File: src/rtl/hazard_pkg.sv
// hazard_pkg: shared widths and issue-latency selection for the decode hazard scoreboard.
package hazard_pkg;
    function automatic int idx_w(input int n);
        return (n > 1) ? $clog2(n) : 1;
    endfunction
    function automatic int tmr_w(input int wb_lat);
        return (wb_lat > 0) ? $clog2(wb_lat + 1) : 1;
    endfunction
    // Cycles until a freshly issued result is visible to decode.
    function automatic int lat_sel(input bit fwd_en, input bit is_load, input int wb_lat, input int load_lat);
        return fwd_en ? (is_load ? load_lat : 0) : wb_lat;
    endfunction
endpackage

File: src/rtl/hazard_reg_timer.sv
// hazard_reg_timer: per-register countdown of cycles until its pending write is readable.
module hazard_reg_timer #(
    parameter int TW = 2
) (
    input  logic          clk,
    input  logic          rst,
    input  logic          load,
    input  logic [TW-1:0] load_val,
    output logic          busy
);
    logic [TW-1:0] cnt_d, cnt_q;
    assign busy = cnt_q != '0;
    always_comb cnt_d = load ? load_val : (busy ? cnt_q - TW'(1) : cnt_q);
    always_ff @(posedge clk or negedge rst) begin
        if (!rst) cnt_q <= '0;
        else      cnt_q <= cnt_d;
    end
endmodule

File: src/rtl/hazard_scoreboard.sv
// hazard_scoreboard: decode-stage RAW stall generation from per-register write timers,
// with a saturating stall-cycle counter.
module hazard_scoreboard
    import hazard_pkg::*;
#(
    parameter int NUM_REGS = 8,
    parameter int WB_LAT   = 3,
    parameter int FWD_EN   = 0,
    parameter int LOAD_LAT = 1,
    parameter int CNT_W    = 16
) (
    input  logic                          clk,
    input  logic                          rst,
    input  logic                          id_valid,
    input  logic [idx_w(NUM_REGS)-1:0]    id_rs,
    input  logic                          id_rs_vld,
    input  logic [idx_w(NUM_REGS)-1:0]    id_rt,
    input  logic                          id_rt_vld,
    input  logic [idx_w(NUM_REGS)-1:0]    id_rd,
    input  logic                          id_rd_vld,
    input  logic                          id_is_load,
    input  logic                          flush,
    output logic                          stall,
    output logic [CNT_W-1:0]              stall_cycles
);
    localparam int TW = tmr_w(WB_LAT);
    logic [NUM_REGS-1:0] busy, load;
    logic [TW-1:0]       load_val;
    logic                issue;
    logic [CNT_W-1:0]    stall_cycles_d, stall_cycles_q;
    always_comb begin
        stall          = id_valid && !flush && ((id_rs_vld && busy[id_rs]) || (id_rt_vld && busy[id_rt]));
        issue          = id_valid && !flush && !stall && id_rd_vld;
        load_val       = TW'(lat_sel(FWD_EN != 0, id_is_load, WB_LAT, LOAD_LAT));
        load           = issue ? (NUM_REGS'(1) << id_rd) : '0;
        stall_cycles_d = (stall && stall_cycles_q != '1) ? stall_cycles_q + CNT_W'(1) : stall_cycles_q;
    end
    // A new writer reloads its register's timer, overriding any older pending write.
    for (genvar g = 0; g < NUM_REGS; g++) begin : g_tmr
        hazard_reg_timer #(.TW(TW)) u_tmr (
            .clk      (clk),
            .rst      (rst),
            .load     (load[g]),
            .load_val (load_val),
            .busy     (busy[g])
        );
    end
    always_ff @(posedge clk or negedge rst) begin
        if (!rst) stall_cycles_q <= '0;
        else      stall_cycles_q <= stall_cycles_d;
    end
    assign stall_cycles = stall_cycles_q;
endmodule

File: config.mk
export PLATFORM = sky130hd
export DESIGN_NAME = hazard_scoreboard
export DESIGN_NICKNAME = d
export VERILOG_FILES = /design/src/rtl/hazard_pkg.sv /design/src/rtl/hazard_reg_timer.sv /design/src/rtl/hazard_scoreboard.sv
export SDC_FILE = /design/constraint.sdc
export NUM_CORES = 1
export LEC_CHECK = 0
export ABC_AREA = 1
export CAP_MARGIN = 20
export CORE_UTILIZATION = 40
export DETAILED_ROUTE_END_ITERATION = 12
export PLACE_DENSITY = 0.64
export SKIP_LAST_GASP = 1
export SLEW_MARGIN = 0
export SYNTH_ARGS = -nofsm -noshare
export SYNTH_HDL_FRONTEND = slang
export SYNTH_HIERARCHICAL = 1
export SYNTH_SLANG_ARGS = --single-unit
File: constraint.sdc
create_clock -name clk -period 2.07 [get_ports clk]
set_clock_uncertainty 0.05 [all_clocks]
set_input_delay 0.414 -clock clk [delete_from_list [all_inputs] [get_ports clk]]
set_output_delay 0.414 -clock clk [all_outputs]
set_load 0.05 [all_outputs]
==> results of run 1 <==
what timing repair did:
action / 4_1_cts / 5_1_grt
gates resized for setup: 27 / 40
setup endpoints to repair: 1 / 27
setup buffers: 4 / 3
pin swaps: 10 / 16
routing by layer:
layer / vias up / wire length (µm)
met3: 8 / 279
met4: 0 / 82
li1: 1255 / -
met5: - / 0
met2: 51 / 2620
met1: 1043 / 2510
flip-flops by register name, summed over array words and instances (netlist names):
register	flops
g_tmr.u_tmr/cnt_q	16
stall_cycles	16
synth_stat cells:
cell type	count
xor2_1	3
ha_1	9
buf_2	1
nand3_2	1
inv_1	74
nand4_1	16
nor2_1	30
nor3b_2	1
nand2_2	5
dfrtp_1	32
clkbuf_1	1
nand3b_1	1
o21ai_0	1
inv_2	5
buf_6	2
conb_1	1
nor2_2	5
nor3_1	1
nor2_4	4
nand4_4	1
o21ai_1	1
nand2_1	100
nand3_1	64
xnor2_1	1
area by class of cell:
| type | instances | area share |
|---|---|---|
| multi-input cells | 260 | 0.448 |
| inverters | 79 | 0.0912 |
| clock inverters | 3 | 0.00577 |
| flip-flops and latches | 32 | 0.246 |
| repair buffers | 58 | 0.160 |
| well taps | 72 | 0.0277 |
| clock buffers | 5 | 0.0212 |
kinds of logic (layout without fill, tap and decap cells):
group / count (synthesis) / in the layout
AOI/OAI and AO/OA: 2 / 2
and+or+nand+nor: 229 / 229
adders and majority gates: 9 / 9
buffers and inverters: 83 / 145
other: 1 / 16
xor gates and xnor gates: 4 / 4
DFF: 32 / 32
report_power, final:
group	internal [W]	switching, W
combinational	0.000828	0.00104
sequential	0.000837	0.000149
clock	0.000234	0.000252
total	0.00190	0.00145
metrics by stage:
step	setup WS [ns]	hold WS (ns)	util
3_3_place_gp	-0.222	0.461	0.526
4_1_cts	-0.0721	0.481	0.557
6_report	-0.0278	0.466	0.580
5_1_grt	-0.135	0.505	0.580
3_5_place_dp	-0.249	0.462	0.526
2_1_floorplan	0.131	0.0684	-
worst max-delay path by stage:
stage                                               end                                 from  slack [ns]  cells after the start
global placement    g_tmr[2].u_tmr/cnt_q[1]$_DFFE_PN0P_                             id_rt[0]       -0.22                     13
CTS                                               stall  g_tmr[6].u_tmr/cnt_q[1]$_DFFE_PN0P_       -0.07                     12
detailed placement  g_tmr[4].u_tmr/cnt_q[0]$_DFFE_PN0P_                             id_rt[0]       -0.25                     13
global route                                      stall  g_tmr[6].u_tmr/cnt_q[0]$_DFFE_PN0P_       -0.14                     12
floorplan                                         stall  g_tmr[3].u_tmr/cnt_q[0]$_DFFE_PN0P_        0.13                     11
finish                                            stall  g_tmr[3].u_tmr/cnt_q[0]$_DFFE_PN0P_       -0.03                     12
==> summary.md, run 1 <==
| Metric | Value |
|---|---|
| Nets | `462` |
| Root Buffer Master | `clkbuf_8` |
| CP max stage delay | `0.37 ns` |
| Setup TNS | `-0.0278 ns` |
| Hold_buf cts | `0` |
| Largest net degree at the start of global routing | `33` |
| Distinct cell type count after synthesis | `24` |
| Simple-gate share of the synthesized area | `0.454` |
| Crit path arrival time | `1.63 ns` |
| Crit end category | `primary output` |
| # DRC | `0` |
| Mux cell area share after synthesis | `0` |
| Worst EP required | `1.61 ns` |
| Max_cap viols | `0` |
| Initial antenna violation count | `0` |
| Period utilization | `1.01` |
| Clock transition at the registers of the reported paths | `0.07 ns` |
| Synthesized cell area | `0.00236 mm²` |
| P&R area growth vs syn | `37.7%` |
| Hold/Removal Path Class | `in2async` |
| Peak Freq | `477 MHz` |
| Critical R2R Launch | `g_tmr[6].u_tmr/cnt_q[0]$_DFFE_PN0P_` |
| FF-to-FF setup slack | `0.13 ns` |
| Hold Violations, Final | `0` |
| Post-synthesis sequential area ratio | `0.339` |
| Routed Wire Length | `5490 µm` |
| TritonCTS Sinks | `32` |
| Synth area leader | `dfrtp_1` |
| Startpoint Class | `flip-flop` |
| Post-placement cell count | `495` |
| Avg Cell Area, Syn | `6.56 µm²` |
| R2r endpoint | `g_tmr[3].u_tmr/cnt_q[0]$_DFFE_PN0P_` |
| Crit-path slowest cell | `dfrtp_1` |
| Failing checks | `negative setup slack` |
| CTS tree | `built` |
| Clock buffer depth | `2` |
| Leakage | `1.65 nW` |
| Most frequent cells in the layout | `nand2_1, nand3_1, inv_1, inv_2, dfrtp_1` |
| Synth Register Bits | `32` |
| Top post-synthesis cells by area | `dfrtp_1, nand2_1, nand3_1` |
| Total vias in the final route | `2357` |
| Register area | `801 µm²` |
| Area occupied by multi-input gates | `0.00146 mm²` |
| Pwr per Cell Area | `1030 mW/mm²` |
| Post-route non-filler standard cell count | `509` |
| Worst Setup Path Type | `reg2out` |
| First-pass GRT wire length | `9270 µm` |
| WL per Instance | `10.8 µm` |
| Most used cell along the critical path | `inv_2` |
| Quantity of I/O buffers inserted on ports | `32` |
| Core Rows | `27` |
| Dpl cell area | `0.00295 mm²` |
| CTS Buf Count | `5` |
| CP delay by family, top | `simple AND/OR/NAND/NOR gates` |
| Met1 usage | `0.229` |
| Starting Density | `0.421` |
| Antenna Cells | `0` |
| GRT Max-Usage Layer | `met2` |
| Dpl hpwl | `3880 µm` |
| Commonest non-fill, non-tap cell in the layout | `nand2_1` |
| Vias in the first global route | `2159` |
| Antenna Nets Post-Route | `0` |
| Latest clock arrival within the worst-skew pair | `0.29 ns` |
| Top cell type's share of synthesized area | `0.339` |
| Slew @ Worst Pin | `0.526 ns` |
| Syn. warnings | `6` |
| CP Buf/Inv Count | `5` |
| Worst vdd ir | `0.000618 V` |
| Max-slew headroom | `0.649` |
| Gr ovfl total | `0` |
| Post-Synth Adder-Cell Area | `0.0477` |
| Vias per cell | `4.63` |
| Met3 usage | `0.0425` |
| Total power | `0.00335 W` |
| Vert. Die Dim | `78.9 µm` |
| Main combinational cell family by area after synthesis | `simple AND/OR/NAND/NOR gates` |
| RSZ-0062 raised after global routing | `true` |
| Cells on worst reg2reg path | `16` |
| Fin. max-slew vios | `0` |
| Total GRT Usage | `0.188` |
| Design Area, Final | `0.00325 mm²` |
| Post-synthesis compound-gate area fraction | `0.00424` |
| Min cycle time layout | `2.10 ns` |
| DIE WIDTH | `78.9 µm` |
| Final worst slack | `-0.0278 ns` |
| Fillers | `542` |
| CORE AREA | `0.00561 mm²` |
| Crit-path cells | `inv_2 > ha_4 > inv_2 > inv_2 > nand2_1 > nand3_1 > nand3b_1 > nand3_1 > nand2_2 > inv_2 > nor2_4 > buf_12` |
| XOR/XNOR Fraction of Synth Area | `0.0148` |
| Status | `finished, violations left` |
| H-tree Lvls | `2` |
| Layout cells sized above 1 | `0.263` |
| Grt met2 use | `0.325` |
| Initial DRC count | `78` |
| I/O Pins | `34` |
| Router iterations before antenna repair | `4` |
| Crit-path max FO | `2` |
| DIE AREA | `0.00622 mm²` |
| GPL Wtd Cong | `0.810` |
| Setup violators final | `1` |
| Syn Inst Count | `360` |
Note: power is estimated with default switching activity, not from simulation.
==> run 2: changes to the inputs <==
- CORE_UTILIZATION: 40 -> 55
- PLACE_DENSITY: 0.64 -> 0.83
==> run 2 against run 1 <==
Worst setup slack got worse by 0.097 ns. Highest routed layer unchanged. Core utilization rose by 24 points. Global-route usage increased by 9.8 points. Power rose by 9.3%. Worst hold slack better by 0.0099 ns. Largest power group unchanged. Critical path type unchanged. The run still ends with negative setup slack left. Cell area is 2.9% higher. Sequential power grew 0.9%. Count of clock-buffer cells in the layout is 1 higher. Fmax is 4.4% lower. Non-clock buffer count is 10 higher. First-iteration DRC count grew to 2.6 times the previous value.
==> summary.md, run 2 (synthesis results as in run 1) <==
| Metric | Value |
|---|---|
| TritonCTS Sinks | `32 (unchanged)` |
| DIE WIDTH | `67.5 µm (was 78.9 µm)` |
| Nets | `472 (was 462)` |
| Fin. max-slew vios | `0 (unchanged)` |
| Worst Setup Path Type | `reg2out (unchanged)` |
| Vias in the first global route | `2377 (was 2159)` |
| I/O Pins | `34 (unchanged)` |
| Register area | `801 µm² (unchanged)` |
| Hold Violations, Final | `0 (unchanged)` |
| Setup violators final | `7 (was 1)` |
| Hold_buf cts | `0 (unchanged)` |
| Grt met2 use | `0.524 (was 0.325)` |
| GPL Wtd Cong | `0.883 (was 0.810)` |
| R2r endpoint | `g_tmr[6].u_tmr/cnt_q[0]$_DFFE_PN0P_ (was g_tmr[3].u_tmr/cnt_q[0]$_DFFE_PN0P_)` |
| Antenna Cells | `0 (unchanged)` |
| FF-to-FF setup slack | `-0.08 ns (was 0.13 ns)` |
| Area occupied by multi-input gates | `0.00150 mm² (was 0.00146 mm²)` |
| Setup TNS | `-0.363 ns (was -0.0278 ns)` |
| Leakage | `1.71 nW (was 1.65 nW)` |
| Vias per cell | `5.32 (was 4.63)` |
| Post-placement cell count | `473 (was 495)` |
| Dpl hpwl | `3990 µm (was 3880 µm)` |
| Clock transition at the registers of the reported paths | `0.08 ns (was 0.07 ns)` |
| Max-slew headroom | `0.664 (was 0.649)` |
| Cells on worst reg2reg path | `15 (was 16)` |
| Antenna Nets Post-Route | `0 (unchanged)` |
| Min cycle time layout | `2.19 ns (was 2.10 ns)` |
| Met1 usage | `0.329 (was 0.229)` |
| Latest clock arrival within the worst-skew pair | `0.29 ns (about the same)` |
| Slew @ Worst Pin | `0.503 ns (was 0.526 ns)` |
| RSZ-0062 raised after global routing | `true (unchanged)` |
| Gr ovfl total | `0 (unchanged)` |
| Status | `finished, violations left (unchanged)` |
| Period utilization | `1.06 (was 1.01)` |
| Crit-path max FO | `3 (was 2)` |
| H-tree Lvls | `2 (unchanged)` |
| Met3 usage | `0.0473 (was 0.0425)` |
| CORE AREA | `0.00406 mm² (was 0.00561 mm²)` |
| CTS Buf Count | `5 (unchanged)` |
| # DRC | `0 (unchanged)` |
| Starting Density | `0.582 (was 0.421)` |
| First-pass GRT wire length | `9730 µm (was 9270 µm)` |
| Router iterations before antenna repair | `4 (unchanged)` |
| P&R area growth vs syn | `41.6% (was 37.7%)` |
| Final worst slack | `-0.125 ns (was -0.0278 ns)` |
| Total vias in the final route | `2646 (was 2357)` |
| Root Buffer Master | `clkbuf_8 (unchanged)` |
| Quantity of I/O buffers inserted on ports | `32 (unchanged)` |
| Initial DRC count | `203 (was 78)` |
| Worst vdd ir | `0.00113 V (was 0.000618 V)` |
| Initial antenna violation count | `0 (unchanged)` |
| Peak Freq | `456 MHz (was 477 MHz)` |
| Largest net degree at the start of global routing | `33 (unchanged)` |
| Commonest non-fill, non-tap cell in the layout | `nand2_1 (unchanged)` |
| Clock buffer depth | `2 (unchanged)` |
| Most frequent cells in the layout | `nand2_1, nand3_1, inv_1, buf_4, dfrtp_1 (was nand2_1, nand3_1, inv_1, inv_2, dfrtp_1)` |
| Core Rows | `23 (was 27)` |
| Startpoint Class | `flip-flop (unchanged)` |
| Post-route non-filler standard cell count | `497 (was 509)` |
| Total GRT Usage | `0.286 (was 0.188)` |
| CTS tree | `built (unchanged)` |
| DIE AREA | `0.00456 mm² (was 0.00622 mm²)` |
| Hold_ws | `0.476 ns (was 0.466 ns)` |
| Vert. Die Dim | `67.5 µm (was 78.9 µm)` |
| Total power | `0.00366 W (was 0.00335 W)` |
| Layout cells sized above 1 | `0.284 (was 0.263)` |
| Hold/Removal Path Class | `in2async (unchanged)` |
| Max_cap viols | `0 (unchanged)` |
| Pwr per Cell Area | `1090 mW/mm² (was 1030 mW/mm²)` |
| Util after Layout | `0.825 (was 0.580)` |
| CP endpoint | `stall (unchanged)` |
| Critical R2R Launch | `g_tmr[1].u_tmr/cnt_q[0]$_DFFE_PN0P_ (was g_tmr[6].u_tmr/cnt_q[0]$_DFFE_PN0P_)` |
| Routed Wire Length | `6820 µm (was 5490 µm)` |
| WL per Instance | `13.7 µm (was 10.8 µm)` |
| Fillers | `236 (was 542)` |
| Critical Path Start | `g_tmr[1].u_tmr/cnt_q[0]$_DFFE_PN0P_ (was g_tmr[3].u_tmr/cnt_q[0]$_DFFE_PN0P_)` |
| Failing checks | `negative setup slack (unchanged)` |
| GRT Max-Usage Layer | `met2 (unchanged)` |
| Worst EP required | `1.61 ns (about the same)` |
| Crit path arrival time | `1.73 ns (was 1.63 ns)` |
| Crit end category | `primary output (unchanged)` |
-- run 2: cell count changes in the layout (fill, tap and decap cells not counted), sizes merged --
cell	delta
buf	+9
clkbuf	+1
clkdlybuf4s50	+2
clkinv	-1
dlymetal6s2s	-1
-- run 2: critical path, cell delays in order, from the launching register on --
cell and delay [ns]:
dfrtp_1 0.40, inv_2 0.10, ha_4 0.15, inv_1 0.04
inv_1 0.07, nand2_1 0.07, nand3_1 0.10, nand3b_1 0.09
nand3_2 0.08, nand2_2 0.06, inv_2 0.09, nor2_4 0.04
buf_12 0.14
-- run 2: area by class of cell --
type / count / area share
flip-flops and latches: 32 / 0.239
well taps: 50 / 0.0187
multi-input cells: 260 / 0.449
clock inverters: 2 / 0.00299
repair buffers: 68 / 0.177
inverters: 79 / 0.0886
clock buffers: 6 / 0.0247
-- run 2: how the worst min path moves through the flow --
stage | startpoint | to | slack, ns | cells past startpoint
finish | rst | stall_cycles[10]$_DFFE_PN0P_ | 0.48 | 2
global route | stall_cycles[9]$_DFFE_PN0P_ | stall_cycles[9]$_DFFE_PN0P_ | 0.51 | 2
CTS | stall_cycles[9]$_DFFE_PN0P_ | stall_cycles[9]$_DFFE_PN0P_ | 0.48 | 2
detailed placement | g_tmr[2].u_tmr/cnt_q[0]$_DFFE_PN0P_ | g_tmr[2].u_tmr/cnt_q[0]$_DFFE_PN0P_ | 0.46 | 2
global placement | g_tmr[4].u_tmr/cnt_q[0]$_DFFE_PN0P_ | g_tmr[4].u_tmr/cnt_q[0]$_DFFE_PN0P_ | 0.46 | 2
floorplan | rst | g_tmr[0].u_tmr/cnt_q[0]$_DFFE_PN0P_ | 0.07 | 0
-- run 2: timing repair --
action / 4_1_cts / 5_1_grt
setup buffers: 9 / 7
pin swaps: 9 / 19
gates resized for setup: 29 / 42
setup endpoints to repair: 3 / 26
-- run 2: metal layers --
| metal | vias up | part of all wire | routed length (µm) |
|---|---|---|---|
| met1 | 1222 | 0.40 | 2750 |
| li1 | 1279 | - | - |
| met3 | 40 | 0.058 | 397 |
| met2 | 105 | 0.49 | 3310 |
| met4 | 0 | 0.052 | 357 |
| met5 | - | 0 | 0 |
-- run 2: power breakdown --
group          internal (W)  leakage, nW  switching (W)
combinational      0.000957         1.25        0.00119
clock              0.000265       0.0510       0.000247
sequential         0.000837        0.410       0.000158
-- run 2: per-stage QoR --
| step | area [µm²] | worst slack, ns |
|---|---|---|
| after global routing | 3350 | -0.297 |
| after floorplan | 2430 | 0.131 |
| final | 3350 | -0.125 |
| after CTS | 3150 | -0.0482 |
| after global placement | 2930 | -0.213 |
| after detailed placement | 2930 | -0.272 |
